[src/rtl/vga_timing_gen_if.sv]
// Composer, palette RAM and VGA pin bundle for the display timing generator.
// The generator owns the strobes, palette address and pins; its peer owns data and palette read data.
interface vga_timing_gen_if;
    logic        display_next_frame;
    logic        display_next_line;
    logic        display_next_pixel;
    logic        display_current_field;
    logic [7:0]  display_data;
    logic [7:0]  palette_addr;
    logic [11:0] palette_rgb;
    logic [3:0]  vga_r;
    logic [3:0]  vga_g;
    logic [3:0]  vga_b;
    logic        vga_hsync;
    logic        vga_vsync;
    logic        vga_blank;

    modport master (
        output display_next_frame, display_next_line, display_next_pixel, display_current_field,
        input  display_data,
        output palette_addr,
        input  palette_rgb,
        output vga_r, vga_g, vga_b, vga_hsync, vga_vsync, vga_blank
    );

    modport slave (
        input  display_next_frame, display_next_line, display_next_pixel, display_current_field,
        output display_data,
        input  palette_addr,
        output palette_rgb,
        input  vga_r, vga_g, vga_b, vga_hsync, vga_vsync, vga_blank
    );
endinterface

[src/rtl/vga_timing_gen.sv]
// VGA timing generator: h/v counters, composer strobes, field tracking and a 4-stage
// pixel pipeline (data -> palette address -> palette data -> pins) with aligned sync/blank.
module vga_timing_gen #(
    parameter int H_ACTIVE  = 640,
    parameter int H_FRONT   = 16,
    parameter int H_SYNC    = 96,
    parameter int H_BACK    = 48,
    parameter int V_ACTIVE  = 480,
    parameter int V_FRONT   = 10,
    parameter int V_SYNC    = 2,
    parameter int V_BACK    = 33,
    parameter bit HSYNC_POL = 1'b0,
    parameter bit VSYNC_POL = 1'b0
) (
    input  logic             clk,
    input  logic             rst,
    input  logic             enable,
    input  logic             interlaced,
    vga_timing_gen_if.master bus
);
    localparam int H_TOTAL = H_ACTIVE + H_FRONT + H_SYNC + H_BACK;
    localparam int V_TOTAL = V_ACTIVE + V_FRONT + V_SYNC + V_BACK;

    localparam logic [9:0] H_LAST   = 10'(H_TOTAL - 1);
    localparam logic [9:0] V_LAST   = 10'(V_TOTAL - 1);
    localparam logic [9:0] H_ACT    = 10'(H_ACTIVE);
    localparam logic [9:0] V_ACT    = 10'(V_ACTIVE);
    localparam logic [9:0] HS_START = 10'(H_ACTIVE + H_FRONT);
    localparam logic [9:0] HS_END   = 10'(H_ACTIVE + H_FRONT + H_SYNC);
    localparam logic [9:0] VS_START = 10'(V_ACTIVE + V_FRONT);
    localparam logic [9:0] VS_END   = 10'(V_ACTIVE + V_FRONT + V_SYNC);

    logic       enable_r;
    logic [9:0] h;
    logic [9:0] v;
    logic       field;
    logic       line_end;
    logic       frame_end;
    logic       hs0;
    logic       vs0;
    logic       act0;
    logic [2:0] hs_sr;
    logic [2:0] vs_sr;
    logic [2:0] act_sr;

    always_ff @(posedge clk or negedge rst) begin
        if (!rst) begin
            enable_r <= 1'b0;
        end else begin
            enable_r <= enable;
        end
    end

    // Counters sit at (0,0) whenever the registered enable is low.
    always_ff @(posedge clk or negedge rst) begin
        if (!rst) begin
            h <= '0;
            v <= '0;
        end else if (!enable_r) begin
            h <= '0;
            v <= '0;
        end else if (h == H_LAST) begin
            h <= '0;
            v <= (v == V_LAST) ? 10'd0 : v + 10'd1;
        end else begin
            h <= h + 10'd1;
        end
    end

    assign line_end  = enable_r && (h == H_LAST);
    assign frame_end = line_end && (v == V_LAST);

    assign bus.display_next_pixel    = enable_r && (h < H_ACT);
    assign bus.display_next_line     = line_end;
    assign bus.display_next_frame    = frame_end;
    assign bus.display_current_field = field;

    // The field flips only after the frame's last pixel, so the ending field is still shown on it.
    always_ff @(posedge clk or negedge rst) begin
        if (!rst) begin
            field <= 1'b0;
        end else if (frame_end) begin
            field <= interlaced & ~field;
        end
    end

    assign hs0  = (h >= HS_START) && (h < HS_END);
    assign vs0  = (v >= VS_START) && (v < VS_END);
    assign act0 = enable_r && (h < H_ACT) && (v < V_ACT);

    // Three delay stages here plus the pin registers give the 4-clock pin latency.
    always_ff @(posedge clk or negedge rst) begin
        if (!rst) begin
            hs_sr  <= '0;
            vs_sr  <= '0;
            act_sr <= '0;
        end else begin
            hs_sr  <= {hs_sr[1:0], hs0};
            vs_sr  <= {vs_sr[1:0], vs0};
            act_sr <= {act_sr[1:0], act0};
        end
    end

    always_ff @(posedge clk or negedge rst) begin
        if (!rst) begin
            bus.palette_addr <= '0;
        end else begin
            bus.palette_addr <= bus.display_data;
        end
    end

    always_ff @(posedge clk or negedge rst) begin
        if (!rst) begin
            bus.vga_r     <= '0;
            bus.vga_g     <= '0;
            bus.vga_b     <= '0;
            bus.vga_blank <= 1'b1;
            bus.vga_hsync <= ~HSYNC_POL;
            bus.vga_vsync <= ~VSYNC_POL;
        end else begin
            bus.vga_r     <= act_sr[2] ? bus.palette_rgb[11:8] : 4'h0;
            bus.vga_g     <= act_sr[2] ? bus.palette_rgb[7:4]  : 4'h0;
            bus.vga_b     <= act_sr[2] ? bus.palette_rgb[3:0]  : 4'h0;
            bus.vga_blank <= ~act_sr[2];
            bus.vga_hsync <= hs_sr[2] ? HSYNC_POL : ~HSYNC_POL;
            bus.vga_vsync <= vs_sr[2] ? VSYNC_POL : ~VSYNC_POL;
        end
    end
endmodule

[src/flat_wrapper.sv]
// flat-port wrapper written by rule: the top's interface ports become plain ports
module vga_timing_gen_flat 
#(
    parameter int H_ACTIVE  = 640,
    parameter int H_FRONT   = 16,
    parameter int H_SYNC    = 96,
    parameter int H_BACK    = 48,
    parameter int V_ACTIVE  = 480,
    parameter int V_FRONT   = 10,
    parameter int V_SYNC    = 2,
    parameter int V_BACK    = 33,
    parameter bit HSYNC_POL = 1'b0,
    parameter bit VSYNC_POL = 1'b0
)
  (clk, rst, enable, interlaced, bus_display_next_frame, bus_display_next_line, bus_display_next_pixel, bus_display_current_field, bus_display_data, bus_palette_addr, bus_palette_rgb, bus_vga_r, bus_vga_g, bus_vga_b, bus_vga_hsync, bus_vga_vsync, bus_vga_blank);
  vga_timing_gen_if bus_i ();
  input  logic clk;
  input  logic rst;
  input  logic enable;
  input  logic interlaced;
  output wire logic [$bits(bus_i.display_next_frame)-1:0] bus_display_next_frame;
  output wire logic [$bits(bus_i.display_next_line)-1:0] bus_display_next_line;
  output wire logic [$bits(bus_i.display_next_pixel)-1:0] bus_display_next_pixel;
  output wire logic [$bits(bus_i.display_current_field)-1:0] bus_display_current_field;
  input wire logic [$bits(bus_i.display_data)-1:0] bus_display_data;
  output wire logic [$bits(bus_i.palette_addr)-1:0] bus_palette_addr;
  input wire logic [$bits(bus_i.palette_rgb)-1:0] bus_palette_rgb;
  output wire logic [$bits(bus_i.vga_r)-1:0] bus_vga_r;
  output wire logic [$bits(bus_i.vga_g)-1:0] bus_vga_g;
  output wire logic [$bits(bus_i.vga_b)-1:0] bus_vga_b;
  output wire logic [$bits(bus_i.vga_hsync)-1:0] bus_vga_hsync;
  output wire logic [$bits(bus_i.vga_vsync)-1:0] bus_vga_vsync;
  output wire logic [$bits(bus_i.vga_blank)-1:0] bus_vga_blank;
  assign bus_display_next_frame = bus_i.display_next_frame;
  assign bus_display_next_line = bus_i.display_next_line;
  assign bus_display_next_pixel = bus_i.display_next_pixel;
  assign bus_display_current_field = bus_i.display_current_field;
  assign bus_i.display_data = bus_display_data;
  assign bus_palette_addr = bus_i.palette_addr;
  assign bus_i.palette_rgb = bus_palette_rgb;
  assign bus_vga_r = bus_i.vga_r;
  assign bus_vga_g = bus_i.vga_g;
  assign bus_vga_b = bus_i.vga_b;
  assign bus_vga_hsync = bus_i.vga_hsync;
  assign bus_vga_vsync = bus_i.vga_vsync;
  assign bus_vga_blank = bus_i.vga_blank;
  vga_timing_gen #(.H_ACTIVE(H_ACTIVE), .H_FRONT(H_FRONT), .H_SYNC(H_SYNC), .H_BACK(H_BACK), .V_ACTIVE(V_ACTIVE), .V_FRONT(V_FRONT), .V_SYNC(V_SYNC), .V_BACK(V_BACK), .HSYNC_POL(HSYNC_POL), .VSYNC_POL(VSYNC_POL)) u_core (.clk(clk), .rst(rst), .enable(enable), .interlaced(interlaced), .bus(bus_i));
endmodule
[config.mk]
export PLATFORM = sky130hd
export DESIGN_NAME = vga_timing_gen_flat
export DESIGN_NICKNAME = d
export VERILOG_FILES = /design/src/rtl/vga_timing_gen_if.sv /design/src/rtl/vga_timing_gen.sv /design/src/flat_wrapper.sv
export SDC_FILE = /design/constraint.sdc
export NUM_CORES = 1
export LEC_CHECK = 0
export ABC_CLOCK_PERIOD_IN_PS = 2390
export CAP_MARGIN = 20
export CORE_MARGIN = 2
export CORE_UTILIZATION = 49
export CTS_CLUSTER_DIAMETER = 80
export DETAILED_ROUTE_END_ITERATION = 7
export PLACE_DENSITY_LB_ADDON = 0.15
export SETUP_SLACK_MARGIN = 0.02
export SLEW_MARGIN = 5
export SYNTH_ARGS = -nofsm -noshare
export SYNTH_HDL_FRONTEND = slang
export SYNTH_SLANG_ARGS = --single-unit
[constraint.sdc]
create_clock -name clk -period 2.39 [get_ports clk]
set_clock_uncertainty 0.2 [all_clocks]
set_input_delay 0.478 -clock clk [delete_from_list [all_inputs] [get_ports clk]]
set_output_delay 0.478 -clock clk [all_outputs]
set_load 0.1 [all_outputs]
==> After elaboration in Yosys (flattened, before gate mapping) <==
Cells that the tools add are included.
{ "word_totals": {"regBits": 54, "in_bits": 24, "output_inout_bits": 27, "word_cells": 44} }
{ "classes": {"n_addsub": 2, "order_cmp": 6, "n_eq_ne": 3, "mux": 10, "n_bitwise": 3, "n_reduce_logical": 6} }
{ "ops": {"columns": ["op", "count"], "rows": [
  ["$mux 10", 5],
  ["$add 10x1->10 const B", 2],
  ["$eq 10x10->1 const B", 2],
  ["$lt 10x10->1 const B", 2],
  ["$lt 10x9->1 const B", 2],
  ["$mux 4", 3],
  ["$ge 10x10->1 const B", 1],
  ["$ge 10x9->1 const B", 1],
  ["$logic_and 1x1->1", 6],
  ["$mux 1", 2],
  ["$ne 2x2->1 const B", 1],
  ["$not 1->1", 2],
  ["$and 1x1->1", 1]
]} }

==> Logic depth before layout (Yosys ltp) <==
{ "depth": {"ltp_word": 4, "depth_mapped": 7, "depth_no_buf": 6} }

==> Worst setup path before layout <==
No wires, ideal clock.
{ "synth_timing": {"path_type": "reg2reg", "startpoint": "register u_core.h[0]", "endpoint": "register u_core.field, in the netlist u_core.bus.display_current_field", "setup_ps": 126, "t_arrival_ps": 2908, "required_ps": 2064, "slack_ps": -844, "stages_incl_launch_ff": 7, "path_buffers": 0, "synth_period_minus_slack_ps": 3234, "path_cell_list": "dfrtp_1 > ha_1 > and4_1 > nand4_1 > inv_1 > and2_1 > mux2_2"} }
{ "synth_between": {"elab_chain_cells": 3} }
{ "synth_lines": {"columns": ["element", "line_no", "text"], "rows": [
  ["from (decl)", "vga_timing_gen.sv:34", "logic [9:0] h;"],
  ["from (signal assigned)", "vga_timing_gen.sv:66", "h <= h + 10'd1;"],
  ["$eq 10x10->1", "vga_timing_gen.sv:70", "assign line_end = enable_r && (h == H_LAST);"],
  ["$logic_and 1x1->1", "vga_timing_gen.sv:70", null],
  ["via bus_display_next_line", "flat_wrapper.sv:22", "output wire logic [$bits(bus_i.display_next_line)-1:0] bus_display_next_line;"],
  ["$logic_and 1x1->1", "vga_timing_gen.sv:71", "assign frame_end = line_end && (v == V_LAST);"],
  ["via bus_display_next_frame", "flat_wrapper.sv:21", "output wire logic [$bits(bus_i.display_next_frame)-1:0] bus_display_next_frame;"],
  ["to (signal assigned)", "vga_timing_gen.sv:83", "field <= interlaced & ~field;"],
  ["to (decl)", "vga_timing_gen.sv:36", "logic field;"]
]} }
The timed path passes the listed nets, and every way through them passes these cells.
A chain may end at the register's enable or synchronous reset.

==> Worst setup path after layout <==
{ "layout_timing": {"startpoint": "register u_core.h[7]", "endpoint": "output port bus_display_next_frame"} }
{ "layout_between": {"elab_chain_cells": 3} }
{ "layout_lines": {"columns": ["element", "line_no"], "rows": [
  ["$eq 10x10->1", "vga_timing_gen.sv:70"],
  ["$logic_and 1x1->1", "vga_timing_gen.sv:70"],
  ["$logic_and 1x1->1", "vga_timing_gen.sv:71"],
  ["to (decl)", "flat_wrapper.sv:21"]
]} }
Every way passes these cells.

==> results.yml <==
run_status:
  outcome: "finished, final reports clean"
critical_path:
  endpoint_kind: "output port"
  rrSetupSlack_ns: 0.34
  path_max_fanout: 7
  crit_arrival_ns: 1.71
  worstSetupPathType: "reg2out"
  critPathRequiredTime_ns: 1.71
  critical_path.startpoint_type: "register"
synthesis:
  synth_top_family_by_area: "simple AND/OR/NAND/NOR gates"
  synth_xor_area_share_pct: 3.267
  netlist.area_leader.share_pct: 59.51
  yosys.area.top_type: "dfrtp_1"
  muxShareOfSynthArea_pct: 1.050
  synth_fa_ha_area_share_pct: 2.334
  synth_area_per_cell_um2: 12.25
  async_flop_share_pct: 100.0
  synth_compound_area_share_pct: 8.110
  yosysSeqAreaShare_pct: 63.19
  synthTopCellsByArea: "dfrtp_1 60%, and2_1 4.1%, dfstp_2 3.7%"
  synth_edf_count: 0
  syn_area_um2: 2145
  ys.flop_type: "dfrtp_1"
  syn-instance-count: 175
  yosys.area_share.simple_pct: 18.73
  synth_warnings: 0
  synth_seq_cells: 54
  postSynthNetCount: 203
  synth_cell_types: 38
clocking:
  cts-root-buf: "clkbuf_8"
  clock_sinks: 54
  cts_buffer_depth: 2
  cts_tree: "built"
  cts_buffers: 5
  clkSlewWorstSetupHoldPaths_ns: 0.09
  worstSkewPairLatency_ns: 0.30
  cts_htree_levels: 2
pwr:
  leakagePower_nw: 1.403
  power_switching_w: 0.0004931
  p_clk_share_pct: 37.4
  comb_power_share_pct: 14.1
  power.total_w: 0.001962
  p_int_w: 0.001469
  powerDensity_nw_per_um2: 646.6
  p_seq_share_pct: 48.6
  ir_drop_mv: 0.5787
  p_sw_share_pct: 25.14
finish:
  nets: 278
  final_common_cell: "dfrtp_1"
  diodes: 0
  area_delta_synth_final_pct: 41.48
  final_cell_mix: "48 x dfrtp_1, 45 x buf_4, 22 x clkdlybuf4s50_1"
  layout-drive-gt1-share_pct: 31.08
route:
  route.antenna.remaining_nets: 0
  drt-pass1-iter-count: 4
  drt-total-wl_um: 4495
  first_iter_violations: 86
  drc: 0
  routedWlPerCell_um: 14.83
  routed_via_density: 5.330
  num_vias: 1615
sta:
  finalMaxSlewViolations: 0
  hold_slack_ns: 0.1482
  fmax_mhz: 419.6
  hold_viol_final: 0
  period_share_pct: 99.71
  worst_pin_slew_ns: 0.5041
  min_period_ns: 2.383
  setup_viol_count_final: 0
  rsz0062_at_grt: "yes"
  relSlewSlack_pct: 66.39
grt:
  grt_pass1_wl_um: 7569
  grt_pass1_vias: 1546
  grt_max_degree: 35
  grt_use_total_pct: 19.82
  grt.overflow.total: 0
  grt_antenna_before_repair: 0
floorplan:
  die_w_um: 70.16
  start_util_pct: 49.94
  rows: 24
  die_h_um: 70.16
  coreArea_um2: 4294
  dieArea_um2: 4922
  ios: 51
placement:
  hpwl_um: 3081
  io_buffers: 50
  gp_congestion: 0.8804
run:
  cap_violations: 0
hold_path:
  min_path_type: "reg2reg"
==> synth_stat cells, drive strengths merged, types with 2 or more instances <==
master	n
a221o	2
a22o	2
a31oi	3
a41oi	2
and2	14
and3	4
buf	4
clkbuf	2
dfrtp	51
dfstp	3
ha	4
inv	10
mux2	2
nand2	8
nand3	6
nand4	6
nor2	14
nor2b	2
nor3	5
nor4	3
nor4b	4
o21a	2
or3	3
xnor2	4
xor2	4
==> critical path, stage by stage, from the launching register on <==
cell and delay, ns:
dfrtp_2 0.47, nor4b_4 0.27, nand4_1 0.20, clkinvlp_4 0.13, and2_4 0.16, buf_12 0.17
==> power groups by stage <==
| stage | clock (W) | sequential (W) | combinational [W] |
|---|---|---|---|
| 2_1_floorplan | 0 | 0.00110 | 0.0000297 |
| 3_3_place_gp | 0 | 0.000970 | 0.000263 |
| 3_5_place_dp | 0 | 0.000972 | 0.000267 |
| 4_1_cts | 0.000752 | 0.000953 | 0.000276 |
| 5_1_grt | 0.000787 | 0.000956 | 0.000289 |
| 6_report | 0.000733 | 0.000953 | 0.000276 |
==> path summary, 6_finish.rpt <==
path                                       startpoint                                           end  depth (start not counted)
min reg2reg                u_core.act_sr[0]$_DFF_PN0_                    u_core.act_sr[1]$_DFF_PN0_                          0
min in group asynchronous                         rst                         u_core.h[4]$_DFF_PN0_                          2
max in group asynchronous                         rst                u_core.bus.vga_blank$_DFF_PN1_                          3
max reg2reg                     u_core.h[7]$_DFF_PN0_  u_core.bus.display_current_field$_DFFE_PN0P_                          7
max                             u_core.h[7]$_DFF_PN0_                        bus_display_next_frame                          5
min                        u_core.act_sr[0]$_DFF_PN0_                    u_core.act_sr[1]$_DFF_PN0_                          0
==> stage by stage <==
stage               cell area (µm²)  worst slack, ns   TNS (ns)  utilization (%)  cells
floorplan                      2158          -0.1218    -0.2048                -    175
global placement               2735           0.2494          0            63.69    280
detailed placement             2735           0.2206          0            63.69    280
CTS                            2968        -0.004444  -0.004444            69.11    296
global route                   3034          -0.1167    -0.1523            70.66    303
finish                         3034         0.006823          0            70.66    303
==> logic make-up (layout without fill, tap and decap cells) <==
kind of cell	count (synthesis)	after routing
compound gates	20	20
xor+xnor	8	8
mux	2	2
buf+inv	16	92
fa+ha+maj	4	4
flops	54	54
simple gates	71	71
==> layout make-up <==
type | instances | area (µm²)
inverters | 10 | 41.29
clock inverters | 2 | 60.06
well taps | 52 | 65.06
multi-input cells | 105 | 762.0
clock buffers | 6 | 82.58
repair buffers | 74 | 664.4
flip-flops and latches | 54 | 1359
fillers | 305 | 1260
==> sequential cells by signal, summed over array words and instances, names as in the netlist <==
| register | cells |
|---|---|
| u_core.h | 10 |
| u_core.v | 10 |
| u_core.bus.palette_addr | 8 |
| u_core.bus.vga_b | 4 |
| u_core.bus.vga_g | 4 |
| u_core.bus.vga_r | 4 |
| u_core.act_sr | 3 |
| u_core.hs_sr | 3 |
| u_core.vs_sr | 3 |
| u_core.bus.display_current_field | 1 |
| u_core.bus.vga_blank | 1 |
| u_core.bus.vga_hsync | 1 |
| u_core.bus.vga_vsync | 1 |
| u_core.enable_r | 1 |
==> layer usage <==
layer  vias up  share of wire, %  global-route usage (%)  wire length [µm]
li1        761                 -                       -                 -
met4         0               1.9                   7.051                87
met1       788                43                   26.52              1926
met2        58                49                   31.85              2208
met3         8               6.1                   4.618               273
met5         -                 0                       0                 0
==> repair_timing <==
item / 4_1_cts / 5_1_grt
resized for setup: 5 / 5
pin swaps: 5 / 3
buffers inserted: 7 / 7
setup endpoints to repair: 2 / 2
hold buffers: 1 / 0
hold endpoints to repair: 19 / 0
(Power assumes the default switching activity.)
